===== src/rtl/noc_types.sv =====
// Shared NoC types for the node sink: flit layout, field widths, FSM states.
package noc_types;

   localparam int DATA_W   = 8;
   localparam int ADDR_W   = 4;
   // Destination address sits in the low bits of a head flit's data field.
   localparam int DEST_LSB = 0;

   typedef enum logic [1:0] {
      HEAD = 2'd0,
      BODY = 2'd1,
      TAIL = 2'd2
   } flit_kind_t;

   typedef struct packed {
      flit_kind_t          kind;
      logic [DATA_W-1:0]   data;
   } flit_t;

   typedef enum logic [1:0] {
      IDLE   = 2'd0,
      OPEN   = 2'd1,
      CLOSE  = 2'd2,
      REJECT = 2'd3
   } sink_state_t;

   // Extract the destination address carried by a head flit.
   function automatic logic [ADDR_W-1:0] head_dest(input flit_t f);
      return f.data[DEST_LSB +: ADDR_W];
   endfunction

endpackage


===== src/rtl/node_port_if.sv =====
// Upstream link into a sink node: flit plus enable forward, ack/rej back.
interface node_port;
   import noc_types::*;

   logic  enable;
   flit_t flit;
   logic  ack;
   logic  rej;

   modport up (
      output enable,
      output flit,
      input  ack,
      input  rej
   );

   modport down (
      input  enable,
      input  flit,
      output ack,
      output rej
   );

endinterface


===== src/rtl/sink_fifo.sv =====
// Payload buffer with a commit pointer: entries written during a packet stay
// invisible to the reader until the TAIL commits them, and can be discarded
// by rolling the write pointer back to the last commit point.
module sink_fifo
   import noc_types::*;
#(
   parameter int DEPTH = 8
) (
   input  logic              clk,
   input  logic              rst_n,
   input  logic              wr_en,
   input  logic [DATA_W-1:0] wr_data,
   input  logic              wr_last,
   input  logic              rollback,
   input  logic              rd_ready,
   output logic              full,
   output logic [DATA_W-1:0] rd_data,
   output logic              rd_last,
   output logic              rd_valid
);

   localparam int IDX_W = $clog2(DEPTH);
   localparam int PTR_W = IDX_W + 1;

   typedef logic [PTR_W-1:0] ptr_t;

   localparam ptr_t PTR_ONE = ptr_t'(1);

   // Each entry holds {last, data}.
   logic [DATA_W:0] mem_q [DEPTH];

   ptr_t rd_q, rd_d;
   ptr_t wr_q, wr_d;
   ptr_t cm_q, cm_d;

   logic wr_fire_s;
   logic rd_fire_s;

   // Status flags and next-pointer computation; full uses current pointers so
   // a read only frees space for a write on the following cycle.
   always_comb begin
      full      = (wr_q[IDX_W-1:0] == rd_q[IDX_W-1:0]) && (wr_q[IDX_W] != rd_q[IDX_W]);
      rd_valid  = (rd_q != cm_q);
      rd_fire_s = rd_valid && rd_ready;
      wr_fire_s = wr_en && !full && !rollback;

      rd_d = rd_q;
      wr_d = wr_q;
      cm_d = cm_q;

      if (rd_fire_s) begin
         rd_d = rd_q + PTR_ONE;
      end else begin
         rd_d = rd_q;
      end

      if (rollback) begin
         wr_d = cm_q;
      end else if (wr_fire_s) begin
         wr_d = wr_q + PTR_ONE;
         if (wr_last) begin
            cm_d = wr_q + PTR_ONE;
         end else begin
            cm_d = cm_q;
         end
      end else begin
         wr_d = wr_q;
      end
   end

   // Pointer registers; reset empties the buffer without touching storage.
   always_ff @(posedge clk or negedge rst_n) begin
      if (!rst_n) begin
         rd_q <= '0;
         wr_q <= '0;
         cm_q <= '0;
      end else begin
         rd_q <= rd_d;
         wr_q <= wr_d;
         cm_q <= cm_d;
      end
   end

   // Storage array write port; contents need no reset as pointers gate visibility.
   always_ff @(posedge clk) begin
      if (wr_fire_s) begin
         mem_q[wr_q[IDX_W-1:0]] <= {wr_last, wr_data};
      end
   end

   // Read port presents the entry at the read pointer.
   always_comb begin
      rd_data = mem_q[rd_q[IDX_W-1:0]][DATA_W-1:0];
      rd_last = mem_q[rd_q[IDX_W-1:0]][DATA_W];
   end

endmodule


===== src/rtl/node_sink.sv =====
// Sink endpoint of a NoC link: accepts packets addressed to NODE_ADDR,
// buffers their payload flits and releases them to the consumer only once
// the whole packet has arrived. Misaddressed, malformed or overflowing
// packets are refused with rej and leave no trace in the buffer.
module node_sink
   import noc_types::*;
#(
   parameter logic [ADDR_W-1:0] NODE_ADDR  = {ADDR_W{1'b0}},
   parameter int                FIFO_DEPTH = 8
) (
   input  logic              clk,
   input  logic              rst_n,
   node_port.down            port,
   output logic [DATA_W-1:0] out_data,
   output logic              out_last,
   output logic              out_valid,
   input  logic              out_ready,
   output logic              busy
);

   sink_state_t state_q, state_d;
   logic        ack_q, ack_d;
   logic        rej_q, rej_d;
   logic        busy_q, busy_d;

   logic        fifo_wr_en;
   logic        fifo_wr_last;
   logic        fifo_rollback;
   logic        fifo_full;
   logic        is_payload;

   // Next-state logic and buffer control for the packet FSM.
   always_comb begin
      state_d       = state_q;
      fifo_wr_en    = 1'b0;
      fifo_wr_last  = 1'b0;
      fifo_rollback = 1'b0;
      is_payload    = (port.flit.kind == BODY) || (port.flit.kind == TAIL);

      case (state_q)
         IDLE: begin
            if (port.enable && (port.flit.kind == HEAD)) begin
               if (head_dest(port.flit) == NODE_ADDR) begin
                  state_d = OPEN;
               end else begin
                  state_d = REJECT;
               end
            end else begin
               state_d = IDLE;
            end
         end
         OPEN: begin
            if (!port.enable) begin
               // Sender abandoned the packet: discard quietly.
               fifo_rollback = 1'b1;
               state_d       = IDLE;
            end else if (is_payload) begin
               if (fifo_full) begin
                  fifo_rollback = 1'b1;
                  state_d       = REJECT;
               end else begin
                  fifo_wr_en   = 1'b1;
                  fifo_wr_last = (port.flit.kind == TAIL);
                  if (port.flit.kind == TAIL) begin
                     state_d = CLOSE;
                  end else begin
                     state_d = OPEN;
                  end
               end
            end else begin
               // A HEAD (or unknown kind) inside a packet is a protocol error.
               fifo_rollback = 1'b1;
               state_d       = REJECT;
            end
         end
         CLOSE: begin
            if (port.enable) begin
               state_d = CLOSE;
            end else begin
               state_d = IDLE;
            end
         end
         REJECT: begin
            if (port.enable) begin
               state_d = REJECT;
            end else begin
               state_d = IDLE;
            end
         end
         default: begin
            state_d = IDLE;
         end
      endcase

      ack_d  = (state_d == OPEN) || (state_d == CLOSE);
      rej_d  = (state_d == REJECT);
      busy_d = (state_d != IDLE);
   end

   // FSM state and its registered handshake outputs.
   always_ff @(posedge clk or negedge rst_n) begin
      if (!rst_n) begin
         state_q <= IDLE;
         ack_q   <= 1'b0;
         rej_q   <= 1'b0;
         busy_q  <= 1'b0;
      end else begin
         state_q <= state_d;
         ack_q   <= ack_d;
         rej_q   <= rej_d;
         busy_q  <= busy_d;
      end
   end

   assign port.ack = ack_q;
   assign port.rej = rej_q;
   assign busy     = busy_q;

   sink_fifo #(
      .DEPTH (FIFO_DEPTH)
   ) u_fifo (
      .clk      (clk),
      .rst_n    (rst_n),
      .wr_en    (fifo_wr_en),
      .wr_data  (port.flit.data),
      .wr_last  (fifo_wr_last),
      .rollback (fifo_rollback),
      .rd_ready (out_ready),
      .full     (fifo_full),
      .rd_data  (out_data),
      .rd_last  (out_last),
      .rd_valid (out_valid)
   );

endmodule


===== src/flat_wrapper.sv =====
// flat-port wrapper written by rule: the top's interface ports become plain ports
module node_sink_flat import noc_types::*;
#(
   parameter logic [ADDR_W-1:0] NODE_ADDR  = {ADDR_W{1'b0}},
   parameter int                FIFO_DEPTH = 8
)
  (clk, rst_n, out_data, out_last, out_valid, out_ready, busy, port_enable, port_flit, port_ack, port_rej);
  node_port port_i ();
  input  logic clk;
  input  logic rst_n;
  output logic [DATA_W-1:0] out_data;
  output logic out_last;
  output logic out_valid;
  input  logic out_ready;
  output logic busy;
  input wire logic [$bits(port_i.enable)-1:0] port_enable;
  input wire logic [$bits(port_i.flit)-1:0] port_flit;
  output wire logic [$bits(port_i.ack)-1:0] port_ack;
  output wire logic [$bits(port_i.rej)-1:0] port_rej;
  assign port_i.enable = port_enable;
  assign port_i.flit = port_flit;
  assign port_ack = port_i.ack;
  assign port_rej = port_i.rej;
  node_sink #(.NODE_ADDR(NODE_ADDR), .FIFO_DEPTH(FIFO_DEPTH)) u_core (.clk(clk), .rst_n(rst_n), .port(port_i), .out_data(out_data), .out_last(out_last), .out_valid(out_valid), .out_ready(out_ready), .busy(busy));
endmodule

===== config.mk =====
export PLATFORM = sky130hd
export DESIGN_NAME = node_sink_flat
export DESIGN_NICKNAME = d
export VERILOG_FILES = /design/src/rtl/noc_types.sv /design/src/rtl/node_port_if.sv /design/src/rtl/sink_fifo.sv /design/src/rtl/node_sink.sv /design/src/flat_wrapper.sv
export SDC_FILE = /design/constraint.sdc
export NUM_CORES = 1
export LEC_CHECK = 0
export ABC_AREA = 1
export ABC_CLOCK_PERIOD_IN_PS = 3600
export CAP_MARGIN = 5
export CORE_ASPECT_RATIO = 2
export CORE_UTILIZATION = 50
export CTS_CLUSTER_DIAMETER = 50
export CTS_CLUSTER_SIZE = 20
export DETAILED_ROUTE_END_ITERATION = 6
export HOLD_SLACK_MARGIN = 0.08
export PLACE_DENSITY = 0.69
export SLEW_MARGIN = 25
export SYNTH_ARGS = -nofsm -noshare
export SYNTH_HDL_FRONTEND = slang
export SYNTH_SLANG_ARGS = --single-unit

===== constraint.sdc =====
create_clock -name clk -period 3.6 [get_ports clk]
set_input_delay 0.9 -clock clk [delete_from_list [all_inputs] [get_ports clk]]
set_output_delay 0.9 -clock clk [all_outputs]
set_load 0.02 [all_outputs]

== Word-level counts from Yosys, hierarchy flattened ==
Memory sizes are Yosys's and may differ from the RTL's.
Cells that the tools add are included.
Operators by class
  $add $sub $neg: 2
  equality and inequality tests: 11
  mux-type cells: 25
  bitwise logic cells: 1
  reduce and logical (&&, ||, !) cells: 15
Operators with widths (number)
  2-bit 2-to-1 mux: 8
  1-bit 2-to-1 mux: 14
  2-bit == test, second input constant: 5
  4-bit by 1-bit adder with 4-bit output, second input constant: 2
  4-bit 2-to-1 mux: 2
  2-bit case mux with 4 select lines: 1
  2-bit by 1-bit == test with 1-bit output, second input constant: 3
  1-bit logical AND: 5
  2-bit zero test: 2
  4-bit zero test: 1
  4-bit != test: 1
  2-bit nonzero test: 2
  3-bit == test: 1
  3-bit AND reduction: 1
  1-bit zero test: 2
  1-bit logical OR: 2
  1-bit != test: 1
  1-bit inverter: 1
Word-level totals
  bits in registers: 17
  memory bits (writable): 72
  output and inout port bits: 13
  memories: 1
Memories
  u_core.u_fifo.mem_q: depth 8, width 9, read ports 1, clocked after Yosys merged registers in 0, wr ports 1, RTL line sink_fifo.sv:30  | logic [DATA_W:0] mem_q [DEPTH];

== Logic depth before layout (Yosys ltp) ==
Gate-level depths: netlist (run 1).
  word-level depth: 10
  mapped depth: 12
  mapped depth without buffers: 11

== By module ==
Synthesis (run 1) repeated with hierarchy kept, for this count alone.
Second synthesis, totals
  cells, all modules: 353
  area, all modules: 3910.0 µm²
Modules (own cells, without submodules)
  sink_fifo: instances 1, cells each 313, area an instance 3585.9 µm², seq. area each 2462.4 µm²
  node_sink: instances 1, cells each 40, area an instance 324.1 µm², seq. area each 125.1 µm²

== Worst setup path after synthesis (run 1) ==
OpenSTA, ideal clock, no wires.
  path type: input port to flip-flop
  start: in port_flit[8]
  end: mem u_core.u_fifo.mem_q[3][0] (netlist bit), enable pin
  library setup time: 374 ps
  data arrival time: 2073 ps
  data required time: 3226 ps
  setup slack: 1152 ps
  cell stages on the path: 6
  path buffers: 0
  cell sequence: inv_1 ha_1 nand3_4 nor2_8 nand2_4 nor2_1
Between the ends
  word-level cells in the longest chain between the ends: 9
  elaborated cells between the ends (all ways): 14
  classes of those cells: 2 x eq/ne; 8 x mux; 4 x reduce/logical
Ends and longest elaborated chain
  from (decl): RTL line flat_wrapper.sv:17  | input wire logic [$bits(port_i.flit)-1:0] port_flit;
  2-bit by 1-bit == test with 1-bit output or 2-bit == test (tied branches): RTL line node_sink.sv:38  | is_payload = (port.flit.kind == BODY) || (port.flit.kind == TAIL);
  1-bit logical OR (*): RTL line node_sink.sv:38
  1-bit 2-to-1 mux: RTL line node_sink.sv:57  | end else if (is_payload) begin
  1-bit 2-to-1 mux: RTL line node_sink.sv:53  | if (!port.enable) begin
  1-bit 2-to-1 mux: RTL line node_sink.sv:40  | case (state_q)
  1-bit logical AND or 1-bit zero test (tied branches): RTL line sink_fifo.sv:45  | wr_fire_s = wr_en && !full && !rollback;
  1-bit logical AND (*): RTL line sink_fifo.sv:45
  1-bit 2-to-1 mux (*): RTL line sink_fifo.sv:86  | if (wr_fire_s) begin
  1-bit 2-to-1 mux (implied by the code) (*): RTL line sink_fifo.sv:87  | mem_q[wr_q[IDX_W-1:0]] <= {wr_last, wr_data};
  to (decl): RTL line sink_fifo.sv:30
Mark *: on every way between the ends. The rest lies on a longest branch, timed or not.

== Final worst setup path (run 1) ==
  start: reg u_core.u_fifo.rd_q[1]
  end: out out_last
Between the ends
  word-level cells in the longest chain between the ends: 1
Ends and longest elaborated chain
  from (decl): RTL line sink_fifo.sv:32  | ptr_t rd_q, rd_d;
  from (signal assigned): RTL line sink_fifo.sv:78  | rd_q <= rd_d;
  memory 8 x 9 bit
  to (decl): RTL line flat_wrapper.sv:12  | output logic out_last;
Every way passes these cells.

==> out/results.ini, run 1 <==
[run_status]
status = finished clean

[clocking]
clkSlewWorstSetupHoldPaths_ns = 0.06
cts_resized = 0
clock_path_buffers = 2
clk_latency_ns = 0.34
clock-sinks = 89
cts-buffers-inserted = 9
cts_tree = yes
htreeDepth = 3
root_buffer = clkbuf_16
cts_hold_buf = 0
postCtsSetupRepairBufs = 0

[timing]
worst_pin_slew_ns = 0.8187
slew_headroom_pct = 45.25
drv_slew = 0
rsz0062_at_grt = no
worst_hold_slack_ns = 0.5081
finalSetupTns_ns = 0
finalSetupViolCount = 0
finalClockSkew_ns = 0.004059
period_minus_slack_ns = 3.266
fin_crit_sh_pct = 90.71
hold_viol = 0
max_freq_mhz = 306.2

[logic_synthesis]
synth-seq-area-share_pct = 66.01
syn_area_mm2 = 0.003920
syn_nets = 367
synth-simple-area-share_pct = 16.92
synth_cell_types = 30
synth_fa_ha_area_share_pct = 1.915
muxShareOfSynthArea_pct = 0
synth_seq_cells = 89
synth_top_family_by_area = simple AND/OR/NAND/NOR gates
avgSynthCellArea_um2 = 11.30
ys.flop_type = edfxtp_1
yosys.area_share.xor_xnor_pct = 2.011
yosys_warnings = 0
synth_edf_count = 72
netlist_instances = 347
async_flop_share_pct = 19.10
synth_compound_area_share_pct = 8.746

[finish]
fin_nets = 395
area_growth_pct = 15.45
final-seq-area_mm2 = 0.002587
fillers = 637
fin_util_pct = 59.54
drive_above_1_share_pct = 10.79
layout_common_cells = 72 x edfxtp_1, 69 x nand2_1, 43 x nor2_1, 26 x clkdlybuf4s50_1, 19 x inv_1
antenna_cells = 0
mostFrequentLayoutCell = edfxtp_1
stdcell_count = 474
multiInputGateArea_mm2 = 0.001160

[floorplanning]
die_area_mm2 = 0.008220
core_area_mm2 = 0.007601
chipHeight_um = 127.2
ios = 27
rows = 45
initial_core_util_pct = 51.57
die_w_um = 64.61

[detailed_routing]
dr.pass1.iters = 4
dr.first_iter.drc_count = 187
vias_per_cell = 5.500
ant_nets = 0
route.detailed.drc = 0
wl_per_cell_um = 18.34
vias = 2607
wl_mm = 8.695

[global_route]
antenna_found_initial = 0
grt_pass1_vias = 2744
track_usage_pct = 24.14
grt.overflow.total = 0
grt_max_degree = 41
grt_pass1_wl_mm = 14.15

[critical_path]
path_cells = inv_1 > o21ai_1 > o22ai_1 > nand2_1 > nand2_1 > clkdlybuf4s50_1
crit_slowest_cell = clkdlybuf4s50_1
crit_top_cell = nand2_1
worstSetupStartpointType = register
crit_buf_inv = 2
ff2ff_setup_slack_ns = 0.99
path_delay_family = buffers and inverters
path_class = register to primary output
slowest_delay_ns = 0.59
required_ns = 2.70
cp_max_fo = 20
endpoint_kind = primary output
crit_arrival_ns = 2.37

[placed_design]
io_buffers = 26
finalWeightedCongestion = 0.9399
hpwl_mm = 6.015
place_inst = 458

[flow_run]
max_cap_viol_count = 0

[power]
seq_power_share_pct = 37.0
pwr-share-clk_pct = 23.3
peakVddDrop_mv = 0.3270
p_sw_share_pct = 38.39
p_switching_w = 0.001365
p_per_area_mw_per_mm2 = 785.6
cellLeakagePower_nw = 1.749
pwr-share-comb_pct = 39.7
p_int_w = 0.002190

[worst_hold_path]
worst_hold_path_type = register to register

-- cells by family after synthesis --
logic type                 after synthesis
DFF                                     89
adders and majority gates                6
xor gates and xnor gates                 9
and+or+nand+nor                        144
buffers and inverters                   38
AOI/OAI and AO/OA                       61
-- metrics by stage --
step                setup slack [ns]  total power, W  instance area [um^2]
floorplan                      1.152        0.002284                  3920
global placement              0.6254        0.002718                  4262
detailed placement            0.5522        0.002746                  4262
CTS                           0.2917        0.003570                  4526
global route                  0.1427        0.003772                  4526
finish                        0.3344        0.003555                  4526
-- power by group through the flow --
stage	combinational (W)	clock, W	sequential (W)
final	0.00141	0.000827	0.00132
after global routing	0.00156	0.000878	0.00133
after CTS	0.00142	0.000836	0.00131
after detailed placement	0.00141	0	0.00133
after global placement	0.00139	0	0.00133
after floorplan	0.000994	0	0.00129
-- final timing paths --
kind | start | to | cells after the start
setup / recovery | u_core.u_fifo.rd_q[1]$_DFFE_PN0P_ | out_last | 6
hold / removal | u_core.u_fifo.wr_q[3]$_DFFE_PN0P_ | u_core.u_fifo.wr_q[3]$_DFFE_PN0P_ | 2
setup reg to reg | u_core.u_fifo.rd_q[2]$_DFFE_PN0P_ | u_core.u_fifo.mem_q[2][6]$_DFFE_PP_ | 9
hold reg to reg | u_core.u_fifo.wr_q[3]$_DFFE_PN0P_ | u_core.u_fifo.wr_q[3]$_DFFE_PN0P_ | 2
max in group asynchronous | rst_n | u_core.u_fifo.wr_q[1]$_DFFE_PN0P_ | 1
min in group asynchronous | rst_n | u_core.u_fifo.wr_q[3]$_DFFE_PN0P_ | 1
-- Yosys cell counts (2+ instances only) --
cell,instances,area (um^2)
o21ai_0,18,90.09
nand4_1,2,12.51
nand2_4,4,45.04
inv_1,19,71.32
edfxtp_1,72,2162
nor2_2,7,43.79
ha_1,6,75.07
o21bai_1,4,30.03
nand2_1,69,259.0
o22ai_1,18,112.6
xnor2_1,4,35.03
dfrtp_1,17,425.4
clkbuf_1,2,7.510
buf_2,11,55.05
nor2_1,43,161.4
o21ai_1,18,90.09
xor2_1,5,43.79
inv_2,3,11.26
nand3_1,14,70.07
-- state kept, by name (all words and copies together) (netlist names) --
signal	flops
u_core.u_fifo.mem_q	72
u_core.u_fifo.cm_q	4
u_core.u_fifo.rd_q	4
u_core.u_fifo.wr_q	4
u_core.state_q	2
u_core.busy	1
u_core.port.ack	1
u_core.port.rej	1
-- layer usage --
metal  global-route usage (%)  wire (um)  vias up
li1                         -          -     1254
met1                    24.29       3135     1279
met2                    45.70       5039       58
met3                    5.000        279       16
met4                    11.11        241        0
met5                        0          0        -
-- worst register-to-register path, stage by stage, from the launching register on --
cell	delay, ns
dfrtp_1	0.57
inv_1	0.45
nand2_1	0.12
nand2_1	0.13
nor2_4	0.05
nand2_4	0.09
nand3_4	0.12
nor2_8	0.18
nand2_4	0.11
nor2_2	0.41
-- cell type report --
class / instances / area share, %
Sequential cell: 89 / 57.17
Multi-Input combinational cell: 220 / 25.63
Timing Repair Buffer: 32 / 6.746
Clock buffer: 10 / 5.059
Tap cell: 94 / 2.599
Inverter: 23 / 2.018
Clock inverter: 6 / 0.7741
No activity file was read; power rests on OpenSTA's default activity.
==> run 2: changes to the inputs <==
Settings changed: REMOVE_ABC_BUFFERS from default to 1.
==> run 2 against run 1 <==
  * Final area increased by 1.4%
  * Final cell count increased by 0.63%
  * Hold slack got worse by 0.0035 ns
  * Combinational power about the same
  * Register-to-register slack improved by 0.06 ns
  * Core utilization increased by 0.84 points
  * Sequential power about the same
  * Sequential cell count unchanged
  * Worst setup slack got worse by 0.038 ns
  * Die area unchanged
  * Critical path depth unchanged
  * Clock power increased by 16%
  * Critical path type unchanged
  * Largest cell class unchanged
  * Largest power group unchanged
  * Highest routed layer unchanged
==> out/results.ini, run 2 (synthesis results as in run 1) <==
[timing]
drv_slew = 0  ; unchanged
finalSetupTns_ns = 0  ; unchanged
max_freq_mhz = 302.7  ; -1.1%
slew_headroom_pct = 43.06  ; -2.2 points
rsz0062_at_grt = no
finalClockSkew_ns = 0.005788  ; +0.001729 ns
hold_viol = 0  ; unchanged
worst_pin_slew_ns = 0.8514  ; +0.03275 ns
fin_crit_sh_pct = 91.75  ; +1.0 points
worst_hold_slack_ns = 0.5046  ; -0.003544 ns
period_minus_slack_ns = 3.303  ; +0.03756 ns
finalSetupViolCount = 0  ; unchanged

[detailed_routing]
route.detailed.drc = 0  ; unchanged
wl_per_cell_um = 16.91  ; -7.8%
dr.first_iter.drc_count = 154  ; -18%
vias_per_cell = 5.405  ; -1.7%
vias = 2578  ; -1.1%
ant_nets = 0  ; unchanged
dr.pass1.iters = 5  ; +1
wl_mm = 8.068  ; -7.2%

[clocking]
cts_hold_buf = 0  ; unchanged
clock-sinks = 89  ; unchanged
postCtsSetupRepairBufs = 0  ; unchanged
cts_resized = 0  ; unchanged
clkSlewWorstSetupHoldPaths_ns = 0.06  ; about the same
cts_tree = yes
htreeDepth = 3  ; unchanged
cts-buffers-inserted = 9  ; unchanged
clock_path_buffers = 2  ; unchanged
clk_latency_ns = 0.33  ; about the same
root_buffer = clkbuf_16

[worst_hold_path]
worst_hold_path_type = register to register
hp-start = u_core.u_fifo.wr_q[3]$_DFFE_PN0P_
whs_path_depth = 2  ; unchanged
whs_endpoint = u_core.u_fifo.wr_q[3]$_DFFE_PN0P_

[critical_path]
endpoint_kind = primary output
critical_path_depth = 6  ; unchanged
required_ns = 2.70  ; about the same
crit_buf_inv = 2  ; unchanged
crit_top_cell = nand2_1
crit_slowest_cell = clkdlybuf4s50_1
slowest_delay_ns = 0.59  ; about the same
path_class = register to primary output
path_cells = inv_1 > o21ai_0 > o22ai_1 > nand2_1 > nand2_1 > clkdlybuf4s50_1
r2r_cells = 9  ; unchanged
r2r-start = u_core.u_fifo.rd_q[1]$_DFFE_PN0P_
path_delay_family = buffers and inverters
crit_arrival_ns = 2.40  ; +0.03 ns
ff2ff_setup_slack_ns = 1.05  ; +0.06 ns
worstSetupStartpointType = register
cp_max_fo = 20  ; unchanged
r2r-end = u_core.u_fifo.mem_q[6][6]$_DFFE_PP_

[global_route]
antenna_found_initial = 0  ; unchanged
grt.overflow.total = 0  ; unchanged
grt_pass1_wl_mm = 13.07  ; -7.6%
grt_max_degree = 39  ; -4.9%
grt_pass1_vias = 2611  ; -4.8%
track_usage_pct = 22.05  ; -2.1 points

[floorplanning]
die_w_um = 64.61  ; unchanged
chipHeight_um = 127.2  ; unchanged
ios = 27  ; unchanged
die_area_mm2 = 0.008220  ; unchanged
initial_core_util_pct = 51.57  ; unchanged
rows = 45  ; unchanged
core_area_mm2 = 0.007601  ; unchanged

[finish]
fillers = 652  ; +2.4%
layout_common_cells = 72 x edfxtp_1, 69 x nand2_1, 43 x nor2_1, 26 x clkdlybuf4s50_1, 19 x inv_1
largest_register_ffs = 72  ; unchanged
antenna_cells = 0  ; unchanged
fin_nets = 398  ; +0.76%
area_growth_pct = 17.08
fin_area_mm2 = 0.004589  ; +1.4%
drive_above_1_share_pct = 10.97  ; +0.18 points
mostFrequentLayoutCell = edfxtp_1
stdcell_count = 477  ; +0.63%
fin_util_pct = 60.38  ; +0.84 points

[power]
cellLeakagePower_nw = 1.783  ; +1.9%
peakVddDrop_mv = 0.3106  ; -5.0%
p_per_area_mw_per_mm2 = 795.0  ; +1.2%

[placed_design]
dpl-instance-area_mm2 = 0.004284  ; +0.53%
hpwl_mm = 5.621  ; -6.6%
finalWeightedCongestion = 0.8789  ; -6.5%
place_inst = 461  ; +0.66%
io_buffers = 26  ; unchanged

[flow_run]
max_cap_viol_count = 0  ; unchanged

[run_status]
status = finished clean

==> run 2: stage by stage <==
stage | setup slack (ns) | power, W
global placement | 0.6171 | 0.002697
global route | 0.1350 | 0.003865
CTS | 0.2847 | 0.003676
floorplan | 0.6756 | 0.002204
detailed placement | 0.5570 | 0.002717
finish | 0.2968 | 0.003649
==> run 2: how the worst max path moves through the flow <==
stage,slack [ns],from,end
floorplan,0.68,u_core.u_fifo.rd_q[0]$_DFFE_PN0P_,out_data[0]
global placement,0.62,port_flit[9],u_core.u_fifo.mem_q[1][3]$_DFFE_PP_
detailed placement,0.56,port_flit[9],u_core.u_fifo.mem_q[6][7]$_DFFE_PP_
CTS,0.28,u_core.u_fifo.rd_q[1]$_DFFE_PN0P_,out_data[4]
global route,0.14,u_core.u_fifo.rd_q[1]$_DFFE_PN0P_,out_data[4]
finish,0.30,u_core.u_fifo.rd_q[1]$_DFFE_PN0P_,out_data[4]
==> run 2: power by group <==
group / switching (W) / total [W] / internal [W]
combinational: 0.000848 / 0.00139 / 0.000540
clock: 0.000350 / 0.000958 / 0.000608
sequential: 0.000107 / 0.00130 / 0.00120
total: 0.00130 / 0.00365 / 0.00234
==> run 2: final cells by class <==
cell class                      count  area [um^2]  share of cell area (%)
Clock buffer                       13        240.2                   5.234
Clock inverter                      3        65.06                   1.418
Inverter                           23        91.34                   1.990
Multi-Input combinational cell    220         1160                   25.27
Sequential cell                    89         2587                   56.38
Tap cell                           94        117.6                   2.563
Timing Repair Buffer               35        327.8                   7.143
==> run 2: routing by layer <==
| layer | routed length, um | share of wire (%) | global-route usage (%) |
|---|---|---|---|
| met5 | 0 | 0 | 0 |
| met4 | 205 | 2.5 | 11.76 |
| met1 | 2870 | 36 | 22.87 |
| met3 | 276 | 3.4 | 3.839 |
| met2 | 4715 | 58 | 40.80 |
==> run 2: tightest hold or removal path, cell delays in order (launching register included) <==
cell,delay (ns)
dfrtp_1,0.36
nand2_1,0.06
nand2_1,0.06
